## src/rtl/eth_tx_framer.sv

```systemverilog
// eth_tx_framer: MII-nibble Ethernet TX framer adding preamble/SFD, zero pad, CRC-32 FCS and inter-frame gap.
// Outputs are registered alongside the state, so they always show the current state's nibble.
module eth_tx_framer #(
    parameter int IFG_NIBBLES = 24,
    parameter int MIN_PAYLOAD = 60,
    parameter bit PAD_EN      = 1'b1
) (
    input  logic       clk,
    input  logic       rst_n,
    input  logic [7:0] in_data,
    input  logic       in_valid,
    input  logic       in_last,
    output logic       in_ready,
    output logic       mac_txen,
    output logic [3:0] mac_txd,
    output logic       mac_txer,
    output logic       busy
);
    localparam logic [2:0] IDLE  = 3'd0;
    localparam logic [2:0] PRE   = 3'd1;
    localparam logic [2:0] DATA  = 3'd2;
    localparam logic [2:0] PAD   = 3'd3;
    localparam logic [2:0] FCS   = 3'd4;
    localparam logic [2:0] IFG   = 3'd5;
    localparam logic [2:0] UNDR  = 3'd6;
    localparam logic [2:0] DRAIN = 3'd7;
    localparam logic [15:0] MIN_B = 16'(MIN_PAYLOAD);
    // The IDLE cycle is the final gap nibble, so IFG itself lasts one cycle less.
    localparam logic [7:0] IFG_END = 8'(IFG_NIBBLES - 2);

    logic [2:0]  state;
    logic [7:0]  cnt;
    logic [3:0]  hi;
    logic [15:0] bcnt;
    logic [15:0] bcnt_inc;
    logic [31:0] crc;
    logic [31:0] fcs;
    logic [2:0]  fi;
    logic        last_f;
    logic        acc;
    logic        pad_more;

    function automatic logic [31:0] crc_upd(input logic [31:0] c, input logic [7:0] d);
        logic [31:0] r;
        r = c ^ {24'h0, d};
        for (int i = 0; i < 8; i++) r = r[0] ? (r >> 1) ^ 32'hEDB88320 : r >> 1;
        return r;
    endfunction

    assign in_ready = (state == PRE && cnt == 8'd15) || (state == DATA && cnt[0] && !last_f) || state == DRAIN;
    assign acc      = in_valid && in_ready;
    assign busy     = state != IDLE;
    assign bcnt_inc = bcnt + {15'd0, bcnt != 16'hFFFF};
    assign pad_more = PAD_EN && bcnt < MIN_B;
    assign fcs      = ~crc;
    assign fi       = cnt[2:0] + 3'd1;

    always_ff @(posedge clk or negedge rst_n) begin
        if (!rst_n) begin
            state    <= IDLE;
            cnt      <= 8'd0;
            hi       <= 4'd0;
            bcnt     <= 16'd0;
            crc      <= 32'hFFFFFFFF;
            last_f   <= 1'b0;
            mac_txen <= 1'b0;
            mac_txd  <= 4'd0;
            mac_txer <= 1'b0;
        end else begin
            mac_txer <= 1'b0;
            if (acc) begin
                hi     <= in_data[7:4];
                crc    <= crc_upd(crc, in_data);
                bcnt   <= bcnt_inc;
                last_f <= in_last;
            end
            case (state)
                IDLE: if (in_valid) begin
                    state    <= PRE;
                    cnt      <= 8'd0;
                    mac_txen <= 1'b1;
                    mac_txd  <= 4'h5;
                    crc      <= 32'hFFFFFFFF;
                    bcnt     <= 16'd0;
                    last_f   <= 1'b0;
                end
                PRE: if (cnt != 8'd15) begin
                    cnt     <= cnt + 8'd1;
                    mac_txd <= cnt == 8'd14 ? 4'hD : 4'h5;
                end else if (in_valid) begin
                    state   <= DATA;
                    cnt     <= 8'd0;
                    mac_txd <= in_data[3:0];
                end else begin
                    state    <= UNDR;
                    mac_txd  <= 4'd0;
                    mac_txer <= 1'b1;
                end
                DATA: if (!cnt[0]) begin
                    cnt     <= 8'd1;
                    mac_txd <= hi;
                end else if (last_f && pad_more) begin
                    state   <= PAD;
                    cnt     <= 8'd0;
                    mac_txd <= 4'd0;
                    crc     <= crc_upd(crc, 8'h00);
                    bcnt    <= bcnt_inc;
                end else if (last_f) begin
                    state   <= FCS;
                    cnt     <= 8'd0;
                    mac_txd <= fcs[3:0];
                end else if (in_valid) begin
                    cnt     <= 8'd0;
                    mac_txd <= in_data[3:0];
                end else begin
                    state    <= UNDR;
                    mac_txd  <= 4'd0;
                    mac_txer <= 1'b1;
                end
                PAD: if (!cnt[0]) begin
                    cnt <= 8'd1;
                end else if (pad_more) begin
                    cnt  <= 8'd0;
                    crc  <= crc_upd(crc, 8'h00);
                    bcnt <= bcnt_inc;
                end else begin
                    state   <= FCS;
                    cnt     <= 8'd0;
                    mac_txd <= fcs[3:0];
                end
                FCS: if (cnt != 8'd7) begin
                    cnt     <= cnt + 8'd1;
                    mac_txd <= fcs[{fi, 2'b00} +: 4];
                end else begin
                    state    <= IFG;
                    cnt      <= 8'd0;
                    mac_txen <= 1'b0;
                    mac_txd  <= 4'd0;
                end
                IFG: if (cnt == IFG_END) state <= IDLE;
                     else cnt <= cnt + 8'd1;
                UNDR: begin
                    state    <= DRAIN;
                    mac_txen <= 1'b0;
                    mac_txd  <= 4'd0;
                end
                DRAIN: if (in_valid && in_last) begin
                    state <= IFG;
                    cnt   <= 8'd0;
                end
                default: state <= IDLE;
            endcase
        end
    end
endmodule

```

## config.mk

```make
export PLATFORM = sky130hd
export DESIGN_NAME = eth_tx_framer
export DESIGN_NICKNAME = d
export VERILOG_FILES = /design/src/rtl/eth_tx_framer.sv
export SDC_FILE = /design/constraint.sdc
export NUM_CORES = 1
export LEC_CHECK = 0
export ABC_AREA = 1
export CORE_UTILIZATION = 40
export CTS_CLUSTER_DIAMETER = 150
export DETAILED_ROUTE_END_ITERATION = 7
export GPL_ROUTABILITY_DRIVEN = 0
export GPL_TIMING_DRIVEN = 0
export PLACE_DENSITY = 0.69
export SLEW_MARGIN = 20
export SYNTH_ARGS = -nofsm -noshare
export SYNTH_HDL_FRONTEND = slang
export SYNTH_SLANG_ARGS = --single-unit
```

## constraint.sdc

```tcl
create_clock -name clk -period 2 [get_ports clk]
set_input_delay 0.4 -clock clk [delete_from_list [all_inputs] [get_ports clk]]
set_output_delay 0.4 -clock clk [all_outputs]
set_load 0.02 [all_outputs]
```

After elaboration in Yosys (flattened, before gate mapping)
Index checks and enable logic that the tools add are counted.

storage, ports and cells
  register bits after elaboration = 70
  word-level logic and storage cells = 153

operators by class
  add/sub/neg operators = 3
  $lt $le $gt $ge = 1
  equal/unequal tests = 24
  shift operators = 1
  mux-type cells = 77
  bitwise logic cells = 18
  reductions and logical operators = 19

operator list
  operator              number
  $mux 32               22
  $not 13->14           16
  $mux 16               6
  $pmux 32 s3           1
  $mux 8                9
  $pmux 8 s7            1
  $pmux 16 s3           1
  $mux 4                10
  $mux 3                12
  $not 32->32           1
  $shiftx 32x6->4       1
  $xor 32x8->32         1
  $pmux 3 s8            1
  $pmux 4 s6            1
  $add 16x1->16         1
  $eq 8x4->1 const B    2
  $lt 16x6->1 const B   1
  $ne 16x16->1 const B  1
  $ne 2x2->1 const B    8
  $eq 3x3->1 const B    4
  $mux 1                11
  $reduce_and 9->1      1
  $add 8x1->8 const B   1
  $eq 8x5->1 const B    1
  other kinds (19)      29

Depth between registers and ports, before layout
Gate-level depths: netlist of the first run.

  depth after elaboration = 21
  depth in mapped cells = 16
  depth with buffers taken out = 15

Least setup slack after synthesis of the first run
OpenSTA, ideal clock, no wires.

  path kind = flip-flop to flip-flop
  from = reg bcnt[8]
  to = reg bcnt[14]
  library setup time = 0.130 ns
  data arrival time = 1.991 ns
  required time = 1.870 ns
  setup slack = -0.121 ns
  cell stages (with the launch flop) = 16
  buffers on the path = 0
  clock period less this slack = 2.121 ns
  path through = dfrtp_1 > nand4_1 > inv_1 > nand4_1 > ha_1 > ha_1 > nand3_1 > nor2_1 > inv_1 > nor2_1 > nand2_1 > nor2_1 > xor2_1 > nand2_1 > o211ai_1 > nand3_1

between the ends
  cells in the longest elaborated chain, start to end = 6

ends and longest elaborated chain
  item                        line      RTL
  start, declared             34        logic [15:0] bcnt;
  start signal, assigned      74        bcnt <= bcnt_inc;
  start signal, assigned      107       bcnt <= bcnt_inc;
  start signal, assigned      125       bcnt <= bcnt_inc;
  $ne 16x16->1                53        assign bcnt_inc = bcnt + {15'd0, bcnt != 16'hFFFF};
  $add 16x1->16               53
  $mux 16                     71        if (acc) begin
  $mux 16 (on tied branches)  122, 102
  $mux 16 (on tied branches)  120, 99
  $pmux 16 s3 *               77        case (state)

Mark *: on every way between the ends. The rest lies on a longest branch, timed or not.
A chain may end at the register's enable or synchronous reset.

Worst setup path in the final report of the first run
  from = reg bcnt[11]
  to = reg bcnt[11]

Same word-level chain as after synthesis.

==> metrics.md, run 1 <==
| Metric | Value |
|---|---|
| Status | complete, but fails checks |
| Violated checks | negative setup slack |
| Clock Sinks | 70 |
| CP Capture Type | flop |
| RSZ-0062 raised after global routing | true |
| Clock slew at reported path FFs | 0.06 ns |
| Power Internal | roughly 2.6 mW |
| Post-synthesis sequential area ratio | 0.2870 |
| Power per cell area | 412.2 nW/um2 |
| Rows | 45 |
| Hold Vio Cnt, Final | 0 |
| Die H | between 100 and 150 um |
| DRT Pass-1 Iters | 6 |
| Most common cell in the netlist | nand2_1 |
| Post-Syn Area | around 6200 um2 |
| Port Buffers | 18 |
| Max cap viols | 0 |
| Setup Crit Path Kind | flop to flop |
| Final Critical Period | approximately 2.2 ns |
| Synth area leader | dfrtp_1 |
| Largest net degree at the start of global routing | between 40 and 50 |
| Gr usage total | 0.2836 |
| Top post-synthesis cells by area | dfrtp_1 (15%), nand2_1 (14%), dfstp_2 (13%) |
| Total wire length | 23.60 mm |
| DRT iter0 DRCs | between 900 and 1,000 |
| Syn_area_per_cell | between 7 and 8 um2 |
| DR vias/cell | a little under 6 |
| Max FO, Critical Path | 5 |
| Wire per inst | 19.62 um |
| Post-synth EDFFs | 0 |
| Leakage Power | roughly 4.1 nW |
| Worst EP arrival | about 2.4 ns |
| Antenna Nets Post-Route | 0 |
| Ys async rst share | 1.000 |
| Starting Density | 0.4106 |
| Top-Level Pins | 20 |
| Post-route DRC | 0 |
| Synthesized Nets | 893 |
| Hold Path Class | primary input to flop |
| Antenna cell count | 0 |
| Sw Share | 0.2711 |
| Post-synth top cells | nand2_1 (234), xor2_1 (89), inv_1 (77) |
| H-tree Lvls | 3 |
| Die Area | 16,110 um2 |
| Tightest Pin Transition | roughly 0.81 ns |
| Worst-Skew Late Latency | 0.36 ns |
| Post-Syn Instances | 877 |
| Utilization after layout | 0.5762 |
| Yosys reg bits | 70 |
| Reg power frac | 0.399 |
| Synth-to-Final Area Change | 40.33% |
| Max Clk Rate | ~450 MHz |
| Skew final | 0.005525 ns |
| HPWL after DPL | 14.89 mm |
| Req. time, crit path | between 2 and 2.5 ns |
| Startpoint Class | flop |
| Gr ovfl total | 0 |
| TNS Setup | -1.454 ns |
| Die width | between 100 and 150 um |
| Clock tree buffer depth | 2 |
| Library cells used by synthesis | 48 |
| Vias | between 6,000 and 7,000 |
| Fin worst setup slack | -0.2035 ns |
| CTS tree | done |
| Initial antenna violation count | 0 |
| Gate power share | 0.126 |
| FILL cells | about 1,300 |
| Switching Power | around 0.98 mW |
| Vias in the first global route | about 6,600 |
| Crit share post-route | 1.102 |
| CTS Root Buffer Type | clkbuf_16 |
| Final #Nets | ~1,000 |
| Proportion of netlist area held by the largest area contributor | 0.1523 |
| Synth Warn # | 0 |
| Max Slew Vio Count | 0 |
| Clk pwr share | 0.475 |
| First-pass GRT wire length | 34.71 mm |
| PnR Total Power | 3.611 mW |
| Fraction of layout cells with a size suffix above 1 | 0.3438 |
| Core area | 15,200 um2 |
| Slew Limit Headroom | 0.4552 |
| # setup viols final | 20 |
| Maximum vdd drop | between 0.3 and 0.4 mV |
| Ys flop type | dfrtp_1 |
| CTS Buf Count | 9 |
==> area by class of cell <==
type                       instances  area (um2)  area share
clock inverter                     3       42.54    0.004856
tap                              188       235.2     0.02685
sequential                        70        1802      0.2057
clock buffer                      13       260.3     0.02971
multi-input combinational        681        4603      0.5255
inverter                          96       410.4     0.04685
buffer                            26       284.0     0.03242
timing repair inverter             1       6.256   0.0007142
timing repair buffer             125        1116      0.1274
==> layout by cell type, fill, tap and decap left out, types with 28 or more instances in the layout <==
cell type,count
buf_4,94
dfstp_2,32
inv_1,63
nand2_1,195
nand3_1,32
o21ai_0,38
xor2_1,84
a21oi_1,31
xnor2_1,33
o21ai_1,33
nand2_2,28
nor2_1,30
dfrtp_1,30
==> registers in the layout, indices dropped and copies added (netlist names), named ones only <==
name      flops
crc          32
mac_txer      1
bcnt         16
hi            4
mac_txen      1
cnt           8
state         3
mac_txd       4
==> metrics by stage <==
stage,hold WS [ns],cells,cell area (um2),worst slack [ns]
2_1_floorplan,0.1044,877,6246,-0.1038
3_3_place_gp,0.4676,1083,6661,-2.048
3_5_place_dp,0.3678,1084,6679,-0.6320
4_1_cts,0.4743,1150,7854,-0.2330
5_1_grt,0.4172,1203,8760,-0.3421
6_report,0.3863,1203,8760,-0.2035
==> worst paths after layout <==
check                      cells past startpoint        from  slack, ns         end
min in group asynchronous                      2       rst_n       0.52    bcnt[10]
setup / recovery                              15    bcnt[11]      -0.20    bcnt[11]
hold / removal                                 3  in_data[7]       0.39       hi[3]
setup reg to reg                              15    bcnt[11]      -0.20    bcnt[11]
max in group asynchronous                      3       rst_n       0.84      crc[7]
hold reg to reg                                2  mac_txd[1]       0.47  mac_txd[1]
==> layer usage <==
metal	up-vias	track usage	wire length [um]
li1	3129	-	-
met1	3277	0.3495	9002
met2	445	0.4644	11150
met3	126	0.05441	2223
met4	0	0.1611	1229
met5	-	0	0
==> cell families after synthesis <==
kind of cell | Yosys count | synth area share
xor+xnor | 132 | 0.1996
flops | 70 | 0.2870
compound gates | 168 | 0.1598
fa+ha+maj | 4 | 0.008018
simple gates | 377 | 0.2604
buf+inv | 126 | 0.08519
==> critical path: stages, from the launching register on <==
cell and delay (ns):
dfrtp_1 0.43, nand2_1 0.11, nor2_1 0.05, nand4_1 0.10, ha_2 0.23, buf_6 0.11
nand3_4 0.06, inv_2 0.07, nand3_4 0.07, nor2_4 0.13, nand2_4 0.10, nor2_4 0.14
xor2_1 0.18, o21ai_1 0.10, o21ai_1 0.11, nand2_1 0.08
==> power groups by stage <==
| stage | Sequential, mW | Combinational, mW | Clock [mW] |
|---|---|---|---|
| 2_1_floorplan | 1.46 | 0.237 | 0 |
| 3_3_place_gp | 1.46 | 0.355 | 0 |
| 3_5_place_dp | 1.46 | 0.364 | 0 |
| 4_1_cts | 1.44 | 0.399 | 1.72 |
| 5_1_grt | 1.44 | 0.492 | 1.77 |
| 6_report | 1.44 | 0.455 | 1.71 |
==> what timing repair did <==
action / 4_1_cts / 5_1_grt
hold buffers: 1 / 0
pin swaps: 47 / 60
setup buffers: 55 / 53
gates resized for setup: 133 / 140
gates cloned: 0 / 3
endpoints found under the hold margin: 5 / 0
setup endpoints to repair: 70 / 69
Note: power is estimated with default switching activity, not from simulation.
==> inputs of run 2 (changes only) <==
--- a/config.mk
+++ b/config.mk
@@ -6,12 +6,13 @@
 export NUM_CORES = 1
 export LEC_CHECK = 0
 export ABC_AREA = 1
-export CORE_UTILIZATION = 40
+export CORE_UTILIZATION = 57
 export CTS_CLUSTER_DIAMETER = 150
 export DETAILED_ROUTE_END_ITERATION = 7
 export GPL_ROUTABILITY_DRIVEN = 0
 export GPL_TIMING_DRIVEN = 0
-export PLACE_DENSITY = 0.69
+export PLACE_DENSITY = 0.89
+export REMOVE_ABC_BUFFERS = 1
 export SLEW_MARGIN = 20
 export SYNTH_ARGS = -nofsm -noshare
 export SYNTH_HDL_FRONTEND = slang
==> run 2 against run 1 <==
  * Synthesized cell count unchanged
  * The flow now stops in global routing (5_1_grt)
  * Synthesized area unchanged
==> metrics.md, run 2 <==
| Metric | Value |
|---|---|
| Yosys reg bits | 70 |
| Most common cell in the netlist | nand2_1 |
| Gr ovfl total | ~180 |
| Synth Warn # | 0 |
| Port Buffers | 19 |
| Post-Synth Simple-Gate Area | 0.2604 |
| Status | stopped before the end |
| DP Area | approximately 6500 um2 |
| Placed cell count | 1,003 |
| Post-Syn Area | 6242 um2 |
| Largest net degree at the start of global routing | 46 |
| Gr usage total | 0.7807 |
| Combinational family with the most area after synthesis | simple AND/OR/NAND/NOR gates |
| Clock tree buffer depth | 2 |
| Proportion of netlist area held by the largest area contributor | 0.1523 |
| Rows | 37 |
| Ys async rst share | 1.000 |
| Die H | between 100 and 150 um |
| Post-Syn Instances | between 800 and 900 |
| Worst EP post-GRT repair | bcnt[15]$_DFF_PN0_/D |
| Top post-synthesis cells by area | dfrtp_1 (15%), nand2_1 (14%), dfstp_2 (13%) |
| HPWL after DPL | 12.65 mm |
| Adder-Cell Fraction of Synth Area | 0.008018 |
| H-tree Lvls | 3 |
| Library cells used by synthesis | 48 |
| Top-Level Pins | 20 |
| Setup WS pre-CTS | -2.117 ns |
| Post-synth top cells | nand2_1 (234), xor2_1 (89), inv_1 (77) |
| Err | [ERROR GRT-0232] Routing congestion too high. Check the congestion heatmap in the GUI. |
| Clock Sinks | 70 |
| XOR/XNOR Fraction of Synth Area | 0.1996 |
| Post-synthesis compound-gate area fraction | 0.1598 |
| Post-synthesis sequential area ratio | 0.2870 |
| CTS Root Buffer Type | clkbuf_8 |
| Die width | 106.7 um |
| Post-synth EDFFs | 0 |
| Synth area leader | dfrtp_1 |
| Syn_area_per_cell | just over 7 um2 |
| WEP type | sequential cell input |
| Post-synthesis mux area share | 0 |
| Starting Density | 0.5966 |
| Failed at | global routing (5_1_grt) |
| CTS Buf Count | 9 |
| Ys flop type | dfrtp_1 |
run 2: cells by family after synthesis:
| group | count (synthesis) |
|---|---|
| AOI/OAI and AO/OA | 168 |
| buffers and inverters | 126 |
| DFF | 70 |
| xor gates and xnor gates | 132 |
| adders and majority gates | 4 |
| and+or+nand+nor | 377 |
run 2: repair_timing:
| action | 4_1_cts |
|---|---|
| hold endpoints to repair | 13 |
| resized for setup | 122 |
| pin swaps | 34 |
| setup buffers | 72 |
| hold buffers | 1 |
| endpoints found under the setup margin | 72 |
| gates cloned | 7 |
run 2: routing by layer:
layer / GRT usage / overflow
met1: 0.7589 / 1
met2: 0.9525 / 104
met3: 0.5897 / 5
met4: 0.8806 / 69
met5: 0.2857 / 0
run 2: stage by stage:
step,TNS (ns),utilization
after floorplan,-33.94,-
after global placement,-229.78,0.6149
after detailed placement,-121.07,0.6173
after CTS,-1.098,0.7400
==> inputs of run 3 (changes only) <==
--- a/config.mk
+++ b/config.mk
@@ -6,12 +6,11 @@
 export NUM_CORES = 1
 export LEC_CHECK = 0
 export ABC_AREA = 1
-export CORE_UTILIZATION = 57
-export CTS_CLUSTER_DIAMETER = 150
+export CORE_UTILIZATION = 40
 export DETAILED_ROUTE_END_ITERATION = 7
 export GPL_ROUTABILITY_DRIVEN = 0
 export GPL_TIMING_DRIVEN = 0
-export PLACE_DENSITY = 0.89
+export PLACE_DENSITY_LB_ADDON = 0.15
 export REMOVE_ABC_BUFFERS = 1
 export SLEW_MARGIN = 20
 export SYNTH_ARGS = -nofsm -noshare
==> constraint.sdc (replaced) <==
create_clock -name clk -period 2.6 [get_ports clk]
set_input_delay 0.52 -clock clk [delete_from_list [all_inputs] [get_ports clk]]
set_output_delay 0.52 -clock clk [all_outputs]
set_load 0.02 [all_outputs]
==> run 3 against run 2 <==
  * The run now ends clean
==> metrics.md, run 3 (synthesis results as in run 1) <==
| Metric | Value |
|---|---|
| Final #Nets | approximately 900 |
| CTS Buf Count | 9 |
| Multi-input logic area | roughly 4000 um2 |
| Startpoint Class | flop |
| Worst Path Buf+Inv | 1 |
| Most frequent cells in the layout | nand2_1 (230), xor2_1 (89), inv_1 (75) |
| CP Capture Type | flop |
| Maximum vdd drop | approximately 0.29 mV |
| CP Cell Sequence | nand2_1 > nor2_1 > inv_1 > o21ai_1 > a31oi_1 > o211ai_1 |
| Leakage Power | roughly 3.3 nW |
| CP peak stage delay | between 0.9 and 1 ns |
| Clock slew at reported path FFs | ~0.060 ns |
| Vias | 5,979 |
| Die H | about 130 um |
| Largest net degree at the start of global routing | 42 |
| FILL cells | between 1,500 and 2,000 |
| Starting Density | 0.4106 |
| Skew final | 0.008365 ns |
| DR vias/cell | between 5 and 6 |
| Antenna cell count | 0 |
| Max cap viols | 0 |
| H-tree Lvls | 3 |
| Commonest non-fill, non-tap cell in the layout | nand2_1 |
| Register area | between 1500 and 2000 um2 |
| DR WL met2 | approximately 9 mm |
| PnR Total Power | around 2.8 mW |
| Max FO, Critical Path | 10 |
| Initial antenna violation count | 0 |
| Setup Crit Path Kind | flop to flop |
| Clock Sinks | 70 |
| Final hold slack | 0.1308 ns |
| Req. time, crit path | 2.87 ns |
| Core area | ~15,000 um2 |
| Worst EP arrival | about 2.8 ns |
| Gr usage total | 0.2649 |
| DR top layer | met4 |
| Hold Vio Cnt, Final | 0 |
| Fraction of layout cells with a size suffix above 1 | 0.1478 |
| Final Critical Period | roughly 2.5 ns |
| Fin cells | ~1,100 |
| Design area | roughly 7000 um2 |
| Post-route DRC | 0 |
| Tightest Pin Transition | 1.188 ns |
| CTS Root Buffer Type | clkbuf_16 |
| Largest register FFs | 32 |
| Biggest register | crc |
| Top delay family on crit path | compound AO/OA/AOI/OAI gates |
| Total wire length | 20.23 mm |
| Crit share post-route | 0.9620 |
| Wire per inst | ~19 um |
| DRT met1 WL | roughly 9.5 mm |
| CTS tree | done |
| HPWL after DPL | ~14 mm |
| Status | completed |
| Synth-to-Final Area Change | 12.29% |
| Max Slew Vio Count | 0 |
| Worst-Skew Late Latency | between 0.3 and 0.4 ns |
| Die width | between 100 and 150 um |
| Vias in the first global route | about 5,700 |
| Power per cell area | approximately 390 nW/um2 |
| Largest registers | crc x32, bcnt x16, cnt x8 |
| Clock tree buffer depth | 2 |
| Placed cell count | about 1,100 |
| Antenna Nets Post-Route | 0 |
| Max Clk Rate | between 300 and 400 MHz |
| Met3 Wirelength | 1.215 mm |
| TNS Setup | 0 ns |
| Rows | 45 |
| Crit path max-delay cell type | o21ai_1 |
| Gr ovfl total | 0 |
| DRT Pass-1 Iters | 5 |
| Die Area | ~16,000 um2 |
| Slew Limit Headroom | 0.2029 |
| Top-Level Pins | 20 |
| Port Buffers | 19 |
| Hold Path Class | primary input to async pin |
| First-pass GRT wire length | 32.34 mm |
| DP Area | approximately 6500 um2 |
| DRT iter0 DRCs | about 480 |
| # setup viols final | 0 |
| CTS Hold Buffers Added | 0 |
-- run 3: per-layer routing --
layer  vias to the layer above  track usage
met1                      2847       0.3740
met5                         -            0
met2                       205       0.4127
met4                         0      0.08613
met3                        33      0.04091
li1                       2894            -
-- run 3: path summary, 6_finish.rpt --
path / start / endpoint / slack [ns] / cells past startpoint
worst min register to register: mac_txd[3] / mac_txd[3] / 0.49 / 2
worst max-delay path: state[1] / crc[19] / 0.1 / 6
worst min-delay path: rst_n / cnt[6] / 0.13 / 1
min in group clk: mac_txd[3] / mac_txd[3] / 0.49 / 2
max in group asynchronous: rst_n / crc[5] / 1.82 / 2
worst max register to register: state[1] / crc[19] / 0.1 / 6
-- run 3: layout make-up --
| type | count | area share |
|---|---|---|
| inverters | 96 | 0.05480 |
| clock buffers | 10 | 0.03267 |
| repair buffers | 29 | 0.03874 |
| multi-input cells | 682 | 0.5710 |
| flip-flops and latches | 70 | 0.2569 |
| well taps | 188 | 0.03356 |
| clock inverters | 6 | 0.01232 |
-- run 3: timing repair --
| action | CTS | global route |
|---|---|---|
| gates resized for setup | 22 | 20 |
| pin swaps | 3 | 2 |
| endpoints found under the setup margin | 70 | 45 |
| setup buffers | 7 | 2 |
| cloned | 1 | 0 |
-- run 3: worst reg2reg max path: cells and delay by family, from the launching register on --
| family | cells | cell delay, ns |
|---|---|---|
| flip-flops | 1 | 0.53 |
| AO/OA/AOI/OAI | 3 | 1.29 |
| AND/OR/NAND/NOR | 2 | 0.42 |
| buffers and inverters | 1 | 0.18 |
-- run 3: power by group --
part           internal, mW  leakage, nW  switching (mW)  total [mW]
Combinational        0.0991         2.32           0.187       0.286
Clock                 0.839        0.152           0.517        1.36
Sequential             1.10        0.792         0.00847        1.11
Total                  2.04         3.26           0.713        2.75
-- run 3: stage by stage --
stage	setup WS [ns]	util
after floorplan	-0.1036	-
after global placement	-1.804	0.4275
after detailed placement	-1.814	0.4286
after CTS	0.002186	0.4563
after global routing	-0.01046	0.4611
final	0.09883	0.4611
